[config.mk]
export PLATFORM = sky130hd
export DESIGN_NAME = alu_op_sequencer
export DESIGN_NICKNAME = d
export VERILOG_FILES = /design/src/rtl/alu_pkg.sv /design/src/rtl/alu_unit_mux.sv /design/src/rtl/alu_op_sequencer.sv
export SDC_FILE = /design/constraint.sdc
export NUM_CORES = 1
export LEC_CHECK = 0
export CORE_MARGIN = 4
export CORE_UTILIZATION = 38
export CTS_CLUSTER_DIAMETER = 150
export DETAILED_ROUTE_END_ITERATION = 7
export GPL_TIMING_DRIVEN = 0
export PLACE_DENSITY = 0.79
export RECOVER_POWER = 25
export SYNTH_ARGS = -nofsm -noshare
export SYNTH_HDL_FRONTEND = slang
export SYNTH_SLANG_ARGS = --single-unit
[constraint.sdc]
create_clock -name CLK -period 1.9 [get_ports CLK]
set_input_delay 0.285 -clock CLK [delete_from_list [all_inputs] [get_ports CLK]]
set_output_delay 0.285 -clock CLK [all_outputs]
set_load 0.005 [all_outputs]
[src/rtl/alu_pkg.sv]
// Shared definitions for the ALU issue sequencer: unit-select codes, FSM states,
// default widths and the unit-to-enable decode.
package alu_pkg;

   localparam int DEF_IN_DATA_WIDTH  = 16;
   localparam int DEF_OUT_DATA_WIDTH = 16;
   localparam int DEF_TIMEOUT_CYCLES = 4;

   typedef enum logic [1:0] {
      UNIT_ARITH = 2'b00,
      UNIT_LOGIC = 2'b01,
      UNIT_CMP   = 2'b10,
      UNIT_SHIFT = 2'b11
   } unit_e;

   typedef enum logic [1:0] {
      ST_IDLE  = 2'b00,
      ST_ISSUE = 2'b01,
      ST_WAIT  = 2'b10,
      ST_HOLD  = 2'b11
   } state_e;

   // Bit n of the enable vector belongs to the unit whose select code is n.
   function automatic logic [3:0] unit_onehot(input unit_e unit);
      unit_onehot = 4'b0001 << unit;
   endfunction

endpackage

[src/rtl/alu_unit_mux.sv]
// Selects the result and result-valid flag of one ALU sub-unit by unit-select code.
module alu_unit_mux
   import alu_pkg::*;
#(
   parameter int OUT_DATA_WIDTH = DEF_OUT_DATA_WIDTH
) (
   input  logic [1:0]                unit_sel_i,
   input  logic [OUT_DATA_WIDTH-1:0] arith_out_i,
   input  logic [OUT_DATA_WIDTH-1:0] logic_out_i,
   input  logic [OUT_DATA_WIDTH-1:0] cmp_out_i,
   input  logic [OUT_DATA_WIDTH-1:0] shift_out_i,
   input  logic                      arith_flag_i,
   input  logic                      logic_flag_i,
   input  logic                      cmp_flag_i,
   input  logic                      shift_flag_i,
   output logic [OUT_DATA_WIDTH-1:0] sel_out_o,
   output logic                      sel_flag_o
);

   // NOTE: every output of a combinational block gets a default first, so no
   // path through the case can leave it unassigned and infer a latch.
   always_comb begin
      sel_out_o  = '0;
      sel_flag_o = 1'b0;
      case (unit_e'(unit_sel_i))
         UNIT_ARITH: begin sel_out_o = arith_out_i; sel_flag_o = arith_flag_i; end
         UNIT_LOGIC: begin sel_out_o = logic_out_i; sel_flag_o = logic_flag_i; end
         UNIT_CMP:   begin sel_out_o = cmp_out_i;   sel_flag_o = cmp_flag_i;   end
         UNIT_SHIFT: begin sel_out_o = shift_out_i; sel_flag_o = shift_flag_i; end
      endcase
   end

endmodule

[src/rtl/alu_op_sequencer.sv]
// Issue side of the ALU sub-unit interface: accepts one op, pulses the selected
// unit's Enable, captures its result (or a timeout) and hands it downstream.
module alu_op_sequencer
   import alu_pkg::*;
#(
   parameter int IN_DATA_WIDTH  = DEF_IN_DATA_WIDTH,
   parameter int OUT_DATA_WIDTH = DEF_OUT_DATA_WIDTH,
   parameter int TIMEOUT_CYCLES = DEF_TIMEOUT_CYCLES
) (
   input  logic                      CLK,
   input  logic                      RST,
   input  logic                      Req_Valid,
   output logic                      Req_Ready,
   input  logic [IN_DATA_WIDTH-1:0]  Req_A,
   input  logic [IN_DATA_WIDTH-1:0]  Req_B,
   input  logic [3:0]                Req_FUN,
   output logic [IN_DATA_WIDTH-1:0]  A,
   output logic [IN_DATA_WIDTH-1:0]  B,
   output logic [1:0]                ALU_FUN,
   output logic                      Arith_Enable,
   output logic                      Logic_Enable,
   output logic                      CMP_Enable,
   output logic                      Shift_Enable,
   input  logic [OUT_DATA_WIDTH-1:0] Arith_OUT,
   input  logic [OUT_DATA_WIDTH-1:0] Logic_OUT,
   input  logic [OUT_DATA_WIDTH-1:0] CMP_OUT,
   input  logic [OUT_DATA_WIDTH-1:0] Shift_OUT,
   input  logic                      Arith_Flag,
   input  logic                      Logic_Flag,
   input  logic                      CMP_Flag,
   input  logic                      Shift_Flag,
   output logic [OUT_DATA_WIDTH-1:0] ALU_OUT,
   output logic                      Out_Valid,
   input  logic                      Out_Ready,
   output logic                      Timeout_Err
);

   localparam int CNT_W = (TIMEOUT_CYCLES > 1) ? $clog2(TIMEOUT_CYCLES) : 1;
   localparam logic [CNT_W-1:0] CNT_LAST = CNT_W'(TIMEOUT_CYCLES - 1);

   state_e                    state_q, state_d;
   unit_e                     unit_q, unit_d;
   logic [IN_DATA_WIDTH-1:0]  a_q, a_d, b_q, b_d;
   logic [1:0]                fun_q, fun_d;
   logic [3:0]                en_q, en_d;
   logic [OUT_DATA_WIDTH-1:0] out_q, out_d;
   logic                      valid_q, valid_d;
   logic                      err_q, err_d;
   logic                      rdy_q, rdy_d;
   logic [CNT_W-1:0]          cnt_q, cnt_d;

   logic [OUT_DATA_WIDTH-1:0] sel_out;
   logic                      sel_flag;
   logic                      timeout;

   alu_unit_mux #(
      .OUT_DATA_WIDTH (OUT_DATA_WIDTH)
   ) u_unit_mux (
      .unit_sel_i   (unit_q),
      .arith_out_i  (Arith_OUT),
      .logic_out_i  (Logic_OUT),
      .cmp_out_i    (CMP_OUT),
      .shift_out_i  (Shift_OUT),
      .arith_flag_i (Arith_Flag),
      .logic_flag_i (Logic_Flag),
      .cmp_flag_i   (CMP_Flag),
      .shift_flag_i (Shift_Flag),
      .sel_out_o    (sel_out),
      .sel_flag_o   (sel_flag)
   );

   assign timeout = (cnt_q == CNT_LAST);

   // NOTE: sequential state uses non-blocking assignments so every register
   // samples pre-edge values regardless of statement order.
   always_ff @(posedge CLK or negedge RST) begin
      if (!RST) begin
         state_q <= ST_IDLE;
         unit_q  <= UNIT_ARITH;
         a_q     <= '0;
         b_q     <= '0;
         fun_q   <= '0;
         en_q    <= '0;
         out_q   <= '0;
         valid_q <= 1'b0;
         err_q   <= 1'b0;
         rdy_q   <= 1'b1;
         cnt_q   <= '0;
      end else begin
         state_q <= state_d;
         unit_q  <= unit_d;
         a_q     <= a_d;
         b_q     <= b_d;
         fun_q   <= fun_d;
         en_q    <= en_d;
         out_q   <= out_d;
         valid_q <= valid_d;
         err_q   <= err_d;
         rdy_q   <= rdy_d;
         cnt_q   <= cnt_d;
      end
   end

   // Flag is checked before the timeout, so a result on the last WAIT cycle wins.
   always_comb begin
      state_d = state_q;
      case (state_q)
         ST_IDLE:  if (Req_Valid)           state_d = ST_ISSUE;
         ST_ISSUE:                          state_d = ST_WAIT;
         ST_WAIT:  if (sel_flag || timeout) state_d = ST_HOLD;
         ST_HOLD:  if (Out_Ready)           state_d = ST_IDLE;
      endcase
   end

   always_comb begin
      unit_d  = unit_q;
      a_d     = a_q;
      b_d     = b_q;
      fun_d   = fun_q;
      en_d    = '0;
      out_d   = out_q;
      valid_d = valid_q;
      err_d   = err_q;
      cnt_d   = cnt_q;
      rdy_d   = (state_d == ST_IDLE);
      case (state_q)
         ST_IDLE: begin
            if (Req_Valid) begin
               unit_d = unit_e'(Req_FUN[3:2]);
               a_d    = Req_A;
               b_d    = Req_B;
               fun_d  = Req_FUN[1:0];
               en_d   = unit_onehot(unit_e'(Req_FUN[3:2]));
            end
         end
         ST_ISSUE: cnt_d = '0;
         ST_WAIT: begin
            if (sel_flag) begin
               out_d   = sel_out;
               err_d   = 1'b0;
               valid_d = 1'b1;
            end else if (timeout) begin
               out_d   = '0;
               err_d   = 1'b1;
               valid_d = 1'b1;
            end else begin
               cnt_d = cnt_q + CNT_W'(1);
            end
         end
         ST_HOLD: if (Out_Ready) valid_d = 1'b0;
      endcase
   end

   assign Req_Ready    = rdy_q;
   assign A            = a_q;
   assign B            = b_q;
   assign ALU_FUN      = fun_q;
   assign Arith_Enable = en_q[UNIT_ARITH];
   assign Logic_Enable = en_q[UNIT_LOGIC];
   assign CMP_Enable   = en_q[UNIT_CMP];
   assign Shift_Enable = en_q[UNIT_SHIFT];
   assign ALU_OUT      = out_q;
   assign Out_Valid    = valid_q;
   assign Timeout_Err  = err_q;

endmodule
# After elaboration in Yosys (flattened, before gate mapping)
# Index checks and enable logic that the tools add are counted.
classes:
  eq_ne: 11
  muxes: 18
  n_shift: 1
  add_sub_neg: 1
  reduce_logical: 11
op_table:
  columns: ["op", "n"]
  rows:
  - ["$pmux 16 s4", 1]
  - ["$mux 16", 2]
  - ["$eq 2x2->1 const B", 5]
  - ["$mux 2", 5]
  - ["$mux 4", 2]
  - ["$pmux 2 s4", 1]
  - ["$logic_not 2->1", 3]
  - ["$ne 2x2->1 const B", 3]
  - ["$reduce_and 3->1", 2]
  - ["$reduce_bool 2->1", 3]
  - ["$eq 2x1->1 const B", 2]
  - ["$mux 1", 4]
  - ["$pmux 1 s4", 1]
  - ["$pmux 2 s2", 1]
  - ["$reduce_and 2->1", 2]
  - ["$shl 1x2->4 const A", 1]
  - ["$ne 3x3->1 const B", 1]
  - ["$add 2x1->2 const B", 1]
  - ["$pmux 1 s2", 1]
  - ["$logic_or 1x1->1", 1]
totals:
  ff_bits: 63
  out_inout_bits: 57
  in_bits: 108

# Depth between registers and ports, before layout
depth:
  depth_word: 6
  mapped_depth: 6

# Modules after synthesis
# From an unflattened synthesis, not the netlist that was laid out.
unflattened:
  cells_unflattened: 180
  area_unflattened_um2: 2862.7
modules_own_cells:
  columns: ["mod", "area_each_um2", "seq_area_each_um2", "cells_per_inst", "instances"]
  rows:
  - ["alu_op_sequencer", 2412.3, 1577.8, 159, 1]
  - ["alu_unit_mux", 450.4, 0.0, 21, 1]

# Least setup slack after synthesis
# OpenSTA, ideal clock, no wires.
synth_timing:
  kind: "reg-to-reg"
  start: "register unit_q[0]"
  end: "register state_q[0]"
  setup_ns: 0.146
  required_ns: 1.754
  path_stages_with_launch: 7
  arrival_time_ns: 1.417
  period_less_slack_ns: 1.564
  setup_slack_ns: 0.336
  cell_sequence: "dfrtp_1 > buf_6 > mux2_4 > o22a_4 > nand2_2 > buf_6 > o211ai_1"
synth_via:
  elab_chain_cells: 5
  elab_cells_between_ends: 8
  cone_classes: "eq/ne: 3; mux: 3; reduce/logical: 2"
synth_lines:
  columns: ["element", "line_no", "rtl"]
  rows:
  - ["start, declared", "alu_op_sequencer.sv:42", "unit_e unit_q, unit_d;"]
  - ["start signal, assigned", "alu_op_sequencer.sv:91", "unit_q <= unit_d;"]
  - ["$eq 2x2->1 (tied with other cells)", "alu_unit_mux.sv:25", "case (unit_e'(unit_sel_i))"]
  - ["$pmux 1 s4 (*)", "alu_unit_mux.sv:25", null]
  - ["$logic_or 1x1->1 (*)", "alu_op_sequencer.sv:110", "ST_WAIT: if (sel_flag || timeout) state_d = ST_HOLD;"]
  - ["$mux 2 (*)", "alu_op_sequencer.sv:110", null]
  - ["$pmux 2 s4 (*)", "alu_op_sequencer.sv:107", "case (state_q)"]
  - ["net state_d[0]", "alu_op_sequencer.sv:41", "state_e state_q, state_d;"]
  - ["end signal, assigned", "alu_op_sequencer.sv:90", "state_q <= state_d;"]
  - ["end, declared", "alu_op_sequencer.sv:41", null]
# The timed path passes the listed nets; every way through them passes the cells marked *.
# A chain may end at the register's enable or synchronous reset.

# Final worst setup path
layout_timing:
  start: "register cnt_q[0]"
  end: "register state_q[0]"
layout_via:
  elab_chain_cells: 4
layout_lines:
  columns: ["element", "line_no", "rtl"]
  rows:
  - ["start, declared", "alu_op_sequencer.sv:50", "logic [CNT_W-1:0] cnt_q, cnt_d;"]
  - ["start signal, assigned", "alu_op_sequencer.sv:100", "cnt_q <= cnt_d;"]
  - ["$eq 2x2->1", "alu_op_sequencer.sv:72", "assign timeout = (cnt_q == CNT_LAST);"]
  - ["$logic_or 1x1->1", "alu_op_sequencer.sv:110", null]
  - ["$mux 2", "alu_op_sequencer.sv:110", null]
  - ["$pmux 2 s4", "alu_op_sequencer.sv:107", null]
  - ["net state_d[0]", "alu_op_sequencer.sv:41", null]
# The timed path passes the listed nets, and every way through them passes these cells.

==> impl_metrics.tcl <==
set metrics [dict create \
    status "completed" \
    setup_tns_ps 0 \
    area_of_the_die_um2 8990 \
    worst-path-buf-inv 1 \
    rrSetupSlack_ps 140 \
    count_of_cells_along_the_worst_hold_path 2 \
    slew_violations 0 \
    finalCritPeriodShare_pct 92.7 \
    holdCritPathClass "flop to flop" \
    pre_cts_ws_ps -4.68 \
    synthesis.area_um2 2860 \
    ys.flop_type "dfrtp_1" \
    cp-startpoint "cnt_q[0]" \
    critPathRequiredTime_ps 2070 \
    layout.filler_cells 598 \
    fp.dieH_um 94.8 \
    transition_time_of_the_tightest_slew_check_pin_ps 593 \
    cp-start-kind "flop" \
    power.density_nw_per_um2 1350 \
    post_layout_nonfiller_instances 550 \
    route.detailed.wl_per_inst_um 16.1 \
    final.setup.worst_slack_ps 139 \
    floorplan.initialDensity_pct 39.3 \
    grt_pass1_vias 2806 \
    achievable-frequency_mhz 568 \
    reg2reg_depth 6 \
    gr-total-overflow 0 \
    dr_total_vias 2648 \
    hold_path.startpoint "A[3]" \
    ys_warn_count 0 \
    finalCoreUtilization_pct 66.1 \
    wl_um 8840 \
    timing.rr.start "cnt_q[0]" \
    clock_tree.htree_level_count 3 \
    cts-resized-gates 0 \
    portBuffers 164 \
    arrival_time_of_the_worst_setup_path_ps 1930 \
    antennaDiodeCount 0 \
    synth-edff-count 0 \
    syn-mean-instance-area_um2 10.6 \
    fin_worst_skew_ps 13.2 \
    grt_setup_unrepaired "false" \
    critPathTopFamily "simple AND/OR/NAND/NOR gates" \
    cap_violations 0 \
    clk-insertion-delay-late_ps 330 \
    ys_ff_latch 63 \
    power.leakage_nw 2.18 \
    setup.worst_path.end_class "flop" \
    finalHoldViolCount 0 \
    synthDistinctLibCells 31 \
    grt_first_pass_wirelength_um 13600 \
    cp_cell_sequence "ha_1, or2_2, o22a_4, nand2_2, buf_6, o211ai_1" \
    grt_overall_usage_pct 20.0 \
    synth.yosys.seq_area_share_pct 55.1 \
    crit_path_max_incr_delay_ps 410 \
    io_pins 165 \
    detailedRoute.firstPassIterationCount 4 \
    post_drt_via_cell_ratio 4.81 \
    worst_path_maximum_fanout 10 \
    clk_transition_reported_paths_ps 70 \
    final_net_count 555 \
    worst_ir_drop_vdd_mv 0.683 \
    route.detailed.drc 0 \
    timing.critical_path.depth 6 \
    fraction_of_layout_instances_using_a_drive_strength_above_1_pct 9.98 \
    synth.net_count 379 \
    largest_net_degree_at_the_start_of_global_routing 41 \
    cts.sinks 63 \
    path_class "flop to flop" \
    post-cts-setup-buffers 0 \
    drt_iter0_drc 78 \
    postSynthCellCount 270 \
    gp_congestion 0.798 \
    postSynth.asyncResetShare_pct 100 \
    floorplan.die.width_um 94.8 \
    post-route-min-period_ps 1760 \
    max-clock-path-buffers 2 \
    fin_worst_hold_slack_ps 476 \
    post-layout-total-power_mw 6.53 \
    syn_to_final_growth_pct 68.4 \
    cts_root_buffer "clkbuf_8" \
    cts_tree "yes" \
    placed_cells 534 \
    hpwlAfterDp_um 6960 \
    antenna_violations_before_repair 0 \
    placement_rows 31 \
    final_design_area_no_fill_um2 4820 \
    standard_cell_area_after_detailed_placement_um2 4640 \
    postRouteAntennaNets 0 \
    finalSetupViolations 0 \
    core_area_um2 7290 \
    maxSlewHeadroom_pct 60.4 \
    cts_buffers 9 \
    cp_slowest_cell "dfrtp_1" \
]
-- area by class of cell --
type | instances | area [um^2] | area share [%]
buffer | 13 | 72.6 | 1.51
clock buffer | 12 | 135 | 2.80
clock inverter | 4 | 47.5 | 0.987
inverter | 18 | 67.6 | 1.40
multi-input combinational | 175 | 1140 | 23.7
sequential | 63 | 1580 | 32.7
tap | 99 | 124 | 2.57
timing repair buffer | 166 | 1650 | 34.3
-- kinds of logic (layout without fill, tap and decap cells) --
kind of cell	Yosys count	after routing	synth area share (%)
AND/OR/NAND/NOR	132	132	18.8
flip-flops	63	63	55.1
buffers and inverters	32	213	5.03
AO/OA/AOI/OAI	24	24	7.17
multiplexers	18	18	13.5
adder cells (fa/ha/maj)	1	1	0.437
-- routing by layer --
| layer | vias to the layer above | track usage, % | share of wire (%) |
|---|---|---|---|
| met2 | 138 | 33.4 | 47 |
| met3 | 16 | 7.89 | 12 |
| met1 | 1246 | 22.9 | 38 |
| met4 | 0 | 8.53 | 2.5 |
| li1 | 1248 | - | - |
| met5 | - | 0 | 0 |
-- Yosys cell counts, types with 2 or more instances --
library cell / n / area (um^2)
nand2b_1: 2 / 12.5
nand2_1: 110 / 413
buf_2: 4 / 20.0
clkbuf_1: 6 / 22.5
and2_1: 3 / 18.8
inv_1: 18 / 67.6
nor2_1: 5 / 18.8
mux4_2: 16 / 360
nand3_1: 4 / 20.0
buf_6: 2 / 22.5
o2bb2ai_1: 16 / 140
o21ai_0: 4 / 20.0
dfrtp_1: 62 / 1550
-- sequential cells by signal, summed over array words and instances (netlist names) --
name,count
state_q,2
ALU_OUT,16
Timeout_Err,1
en_q,4
unit_q,2
B,16
Req_Ready,1
Out_Valid,1
cnt_q,2
A,16
ALU_FUN,2
-- worst reg2reg max path, stage by stage, from the launching register on --
cell	delay [ps]
dfrtp_1	410
ha_1	240
or2_2	290
o22a_4	210
nand2_2	180
buf_6	180
o211ai_1	110
-- final timing paths --
kind,endpoint
worst max-delay path,state_q[0]
worst min-delay path,A[3]
worst max register to register,state_q[0]
worst min register to register,A[3]
max in group asynchronous,A[11]
min in group asynchronous,ALU_OUT[5]
-- timing repair --
item,4_1_cts,5_1_grt
hold endpoints to repair,23,0
hold buffers,1,0
endpoints found under the setup margin,0,10
-- report_power, final --
| group | leakage (nW) | switching (mW) | internal [mW] | total (mW) |
|---|---|---|---|---|
| Sequential | 0.791 | 0.315 | 1.93 | 2.25 |
| Combinational | 1.30 | 1.32 | 1.86 | 3.19 |
| Clock | 0.0904 | 0.491 | 0.603 | 1.09 |
| Total | 2.18 | 2.13 | 4.40 | 6.53 |
-- cell usage in the layout (no fill, tap or decap), drive strengths merged --
master	instances
a21o	1
and2	3
dlygate4sd3	1
nand2	111
clkinv	2
nor2b	1
and3	1
nand3b	1
clkdlybuf4s50	163
nor3b	1
clkinvlp	1
inv	18
or2	1
ha	1
mux4	16
dfrtp	62
o21ai	4
bufinv	1
or3b	1
o2bb2ai	16
nand3	4
o22a	1
o211ai	2
clkbuf	20
nor3	1
nor2	5
nand2b	2
mux2	2
buf	7
dfstp	1
Power figures use the tool's default switching activity.
